[config.mk]
export PLATFORM = sky130hd
export DESIGN_NAME = mips_reg
export DESIGN_NICKNAME = d
export VERILOG_FILES = /design/src/rtl/mips_reg.sv
export SDC_FILE = /design/constraint.sdc
export NUM_CORES = 2
export LEC_CHECK = 0
export CELL_PAD_IN_SITES_DETAIL_PLACEMENT = 0
export CELL_PAD_IN_SITES_GLOBAL_PLACEMENT = 2
export CORE_UTILIZATION = 47
export DETAILED_ROUTE_END_ITERATION = 10
export HOLD_SLACK_MARGIN = 0.15
export PLACE_DENSITY = 0.8
export SYNTH_ARGS = -nofsm -noshare
export SYNTH_HDL_FRONTEND = slang
export SYNTH_SLANG_ARGS = --single-unit
[constraint.sdc]
create_clock -name Clk -period 2.1 [get_ports Clk]
set_input_delay 0.21 -clock Clk [delete_from_list [all_inputs] [get_ports Clk]]
set_output_delay 0.21 -clock Clk [all_outputs]
set_load 0.03 [all_outputs]
[src/rtl/mips_reg.sv]
// mips_reg: 32 x 32-bit MIPS general-purpose register file.
// Two combinational read ports, one synchronous write port, r0 reads as zero.
// Reset is asynchronous and active-low; it clears every register.
module mips_reg (
   input  logic        Clk,
   input  logic        Reset,
   input  logic [4:0]  R_Addr_A,
   input  logic [4:0]  R_Addr_B,
   input  logic [4:0]  W_Addr,
   input  logic [31:0] W_Data,
   input  logic        Write_Reg,
   output logic [31:0] R_Data_A,
   output logic [31:0] R_Data_B
);

   localparam int NUM_REGS = 32;

   logic [NUM_REGS-1:0][31:0] regs;
   logic                      wr_en;

   // r0 is never written, so it holds the reset value of zero permanently
   assign wr_en = Write_Reg && (W_Addr != 5'd0);

   // Register storage: async clear, write on rising edge when enabled
   always_ff @(posedge Clk or negedge Reset) begin
      if (!Reset) begin
         regs <= '0;
      end else if (wr_en) begin
         regs[W_Addr] <= W_Data;
      end
   end

   // Read ports: purely combinational, no bypass from the write port
   always_comb begin
      R_Data_A = (R_Addr_A == 5'd0) ? 32'h0 : regs[R_Addr_A];
      R_Data_B = (R_Addr_B == 5'd0) ? 32'h0 : regs[R_Addr_B];
   end

endmodule

[After elaboration in Yosys (flattened, before gate mapping)]
Cells that the tools add are included.
Word-level totals
  output and inout port bits: 64
  bits of input ports: 50
  register bits after elaboration: 1024
  word-level logic and storage cells: 50
Operators by class
  muxes and demuxes: 9
  magnitude comparators: 4
  reductions and logical operators: 5
Operator list (count)
  $bwmux 1024: 1
  $bmux 32 s5: 2
  $demux 32 s5: 1
  $mux 32: 5
  $lt 5x6->1 const B: 3
  $logic_not 5->1: 2
  $ge 5x1->1 const B: 1
  $reduce_bool 5->1: 1
  $logic_and 1x1->1: 2

[Logic depth before layout (Yosys ltp)]
  depth after elaboration: 5
  depth in mapped cells: 7
  gate-level depth less buffers: 4

[Least setup slack after synthesis]
OpenSTA, ideal clock, no wires.
  kind: input-to-output
  start: input port R_Addr_B[0]
  end: output port R_Data_B[11]
  slack: -0.117 ns
  arrival: 2.007 ns
  buffers on the path: 4
  data required time: 1.890 ns
  stages on the path: 7
  path through: buf_4 > inv_2 > buf_2 > buf_2 > buf_2 > o2111ai_1 > a311oi_1
Between the ends
  word-level cells in the longest chain between the ends: 3
  elaborated cells on any way between the ends: 4
  those cells by class: mux (3); reduce/logical (1)
Ends and longest elaborated chain
  from (decl): line 8  | input logic [4:0] R_Addr_B,
  $bmux 32 s5: line 36  | R_Data_B = (R_Addr_B == 5'd0) ? 32'h0 : regs[R_Addr_B];
  $mux 32 (not written as such): line 36
  $mux 32 (*): line 36
  to (decl): line 13  | output logic [31:0] R_Data_B
Every way passes the cells marked *; elsewhere a longest branch is shown, timed or not. The select of a mux whose other input is x is not followed.

[Worst setup path after layout]
  start: register regs[16] (netlist name)
  end: output port R_Data_A[16]
Between the ends
  word-level cells in the longest chain between the ends: 3
Ends and longest elaborated chain
  from (decl): line 18  | logic [NUM_REGS-1:0][31:0] regs;
  from (signal, indexed assignment): line 29  | regs[W_Addr] <= W_Data;
  $bmux 32 s5: line 35  | R_Data_A = (R_Addr_A == 5'd0) ? 32'h0 : regs[R_Addr_A];
  $mux 32 (not written as such): line 35
  $mux 32: line 35
  to (decl): line 12  | output logic [31:0] R_Data_A,
No other way between the ends. The select of a mux whose other input is x is not followed.

==> impl_metrics.tcl <==
set metrics [dict create \
    drt-total-wl_mm 190.7 \
    largest_reg_flops 1024 \
    p_leak_nw 29.13 \
    timing.hold.ws_ps 394.9 \
    synth_warnings 0 \
    setup_violations 64 \
    slew_headroom_pct 7.592 \
    cp.arrival_ps 2470 \
    seq_area_frac_synth_pct 46.73 \
    syn_area_um2 54830 \
    antenna_found_initial 2 \
    ir_worst_vdd_uv 671.4 \
    critPathCaptureType "primary output" \
    finClkSkew_ps 0 \
    drc 0 \
    final_util_pct 58.83 \
    post-route-period-util_pct 127.7 \
    cts_sinks 1024 \
    synth_cell_type_count 36 \
    core_um2 115000 \
    wl_per_cell_um 34.52 \
    cts_tree "yes" \
    drtIter0Drc 3346 \
    reg2reg_depth 3 \
    cts-root-buf "clkbuf_16" \
    status "finished, violations left" \
    dieArea_um2 118000 \
    initial_utilization_pct 47.69 \
    placement.io_buffers 113 \
    grt_pass1_wl_mm 277.7 \
    slew_violations 0 \
    crit_type "flip-flop to primary output" \
    clk_path_buf_depth 3 \
    antenna_left 0 \
    rows 124 \
    grt_use_total_pct 32.67 \
    syn_area_per_cell_um2 15.18 \
    cts-buffers-inserted 112 \
    hold_viol_final 0 \
    grt_max_degree 94 \
    grt_use_met3_pct 7.626 \
    io_pins 114 \
    die_y_um 343.6 \
    nNetsFinal 3972 \
    violations "setup timing" \
    num-fill-cells 8599 \
    cap_violations 0 \
    syn-num-nets 3663 \
    clk_pin_slew_worst_paths_ps 60 \
    vias 37203 \
    drive_gt1_share_pct 63.18 \
    top_usage_layer "met2" \
    firstDrtPassIters 6 \
    multi_input_area_um2 28790 \
    dieWidth_um 343.6 \
    start_kind "flip-flop" \
    synthCells 3613 \
    min_period_ps 2682 \
    area_delta_synth_final_pct 23.35 \
    largestRegisters "regs: 1024 flops" \
    fmax_mhz 372.9 \
    use_met1_pct 45.26 \
    grt-ovfl-total 0 \
    grt_setup_unrepaired "yes" \
    power.density_nw_per_um2 920.6 \
    htree_levels 3 \
    dp_hpwl_mm 125.6 \
    via_per_inst 6.735 \
    synth.ff_latch_count 1024 \
    seq_area_um2 25620 \
    insertion_delay_ps 700 \
    worst_slack_ps -581.8 \
    crit_fanout 3 \
    hold_class "flip-flop to flip-flop" \
    gr-usage-met2_pct 49.58 \
    final.setup.tns_ps -28600 \
    cp.required_ps 1890 \
    whs_path_depth 0 \
    regMostFlops "regs" \
    max_slew.worst_pin.slew_ps 1383 \
    grt_pass1_vias 39346 \
    routabilityCongestion 0.8822 \
]
==> layout by cell type, fill, tap and decap left out, drive strengths merged <==
cell type      synthesis  routed
a211oi                64      64
a221oi                46      46
a22oi                 64      64
a311oi                64      64
and2                   2       2
and3                   1       1
and3b                  1       1
buf                  250     572
bufinv                 0      21
clkbuf               173     160
clkdlybuf4s50          0      38
clkinv                 0      22
clkinvlp               0       4
dfrtp               1024    1024
diode                  0       1
dlygate4sd3            0       3
inv                    2       3
mux2                1056    1056
mux2i                128     128
mux4                 448     448
nand2                 52      52
nand2b                 2       2
nand3                  2       2
nand3b                 4       4
nor2                  23      23
nor2b                 68      68
nor3                   1       1
nor3b                  4       4
o2111ai               18      18
o21ai                110     110
or2                    3       3
or3b                   1       1
or4                    2       2
==> cells by family (layout without fill, tap and decap cells) <==
group                  Yosys count  in the layout  synth area share (%)
DFF                           1024           1024                 46.73
muxes                         1632           1632                 42.42
other                            0              1                     0
AOI/OAI and AO/OA              366            366                 4.801
buffers and inverters          425            823                 4.370
and+or+nand+nor                166            166                 1.673
==> worst max-delay path: stages (launching register included) <==
cell,delay (ps)
dfrtp_1,400
mux4_2,470
mux2_4,280
o21ai_2,130
a311oi_2,70
buf_4,270
buf_6,140
==> repair_timing <==
item	CTS	global route
pin swaps	58	43
endpoints found under the setup margin	64	64
gates resized for setup	228	83
hold buffers	3	0
hold endpoints to repair	1024	0
buffers inserted	13	18
==> area by class of cell <==
type	instances	area share, %
multi-input cells	2164	42.56
clock buffers	155	4.773
clock inverters	48	1.186
repair buffers	618	10.78
diodes	1	0.003700
flip-flops and latches	1024	37.89
inverters	2	0.01480
well taps	1512	2.797
==> metal layers <==
layer / share of wire (%) / up-vias / wire length [um]
met4: 4.2 / 4 / 7961
li1: - / 14687 / -
met5: 0.015 / - / 28
met1: 41 / 20251 / 78540
met2: 46 / 1844 / 88040
met3: 8.5 / 417 / 16140
==> cell usage after synthesis <==
master,number,area share [%]
and3_1,1,0.011
nand3b_1,4,0.055
o2111ai_1,18,0.29
and2_1,2,0.023
mux2_1,39,0.80
clkbuf_1,173,1.2
nor2b_1,66,0.75
buf_4,65,0.89
a211oi_1,64,0.88
buf_2,135,1.2
a22oi_1,64,0.88
nor3b_1,4,0.055
or4_4,2,0.041
o21ai_1,81,0.74
nor3_1,1,0.0091
nand2b_1,2,0.023
dfrtp_1,1024,47
a311oi_1,64,1.0
mux2i_1,128,2.3
mux4_2,448,18
buf_8,1,0.027
buf_6,48,0.99
nand2_1,52,0.36
mux2_2,1017,21
nor2_2,12,0.14
buf_12,1,0.037
a221oi_1,46,0.73
or3b_1,1,0.016
and3b_1,1,0.016
o21ai_0,29,0.26
inv_2,2,0.014
or2_1,2,0.023
nor2b_4,2,0.050
nor2_1,11,0.075
nand3_1,2,0.018
or2_2,1,0.011
==> power breakdown <==
| part | total (mW) | leakage, nW | switching (mW) | internal (mW) |
|---|---|---|---|---|
| combinational | 14.2 | 14.0 | 5.87 | 8.32 |
| sequential | 26.4 | 13.1 | 2.91 | 23.5 |
| clock | 21.7 | 1.97 | 8.42 | 13.3 |
| total | 62.3 | 29.1 | 17.2 | 45.1 |
==> worst paths after layout <==
path,slack [ps],end,startpoint
hold / removal,390,regs[22],regs[22]
setup / recovery,-580,R_Data_A[16],regs[16]
setup reg to reg,1060,regs[723],regs[723]
hold reg to reg,390,regs[22],regs[22]
max in group asynchronous,310,regs[634],Reset
min in group asynchronous,660,regs[91],Reset
==> metrics by stage <==
step | area, um^2 | power, mW | std cells | setup slack (ps)
floorplan | 55230 | 34.85 | 3613 | 165.8
global placement | 61880 | 38.85 | 5289 | -436.6
detailed placement | 61880 | 39.76 | 5289 | -462.9
CTS | 67110 | 62.04 | 5506 | -599.5
global route | 67640 | 64.46 | 5524 | -629.6
finish | 67640 | 62.27 | 5524 | -581.8
No activity file was read; power rests on OpenSTA's default activity.
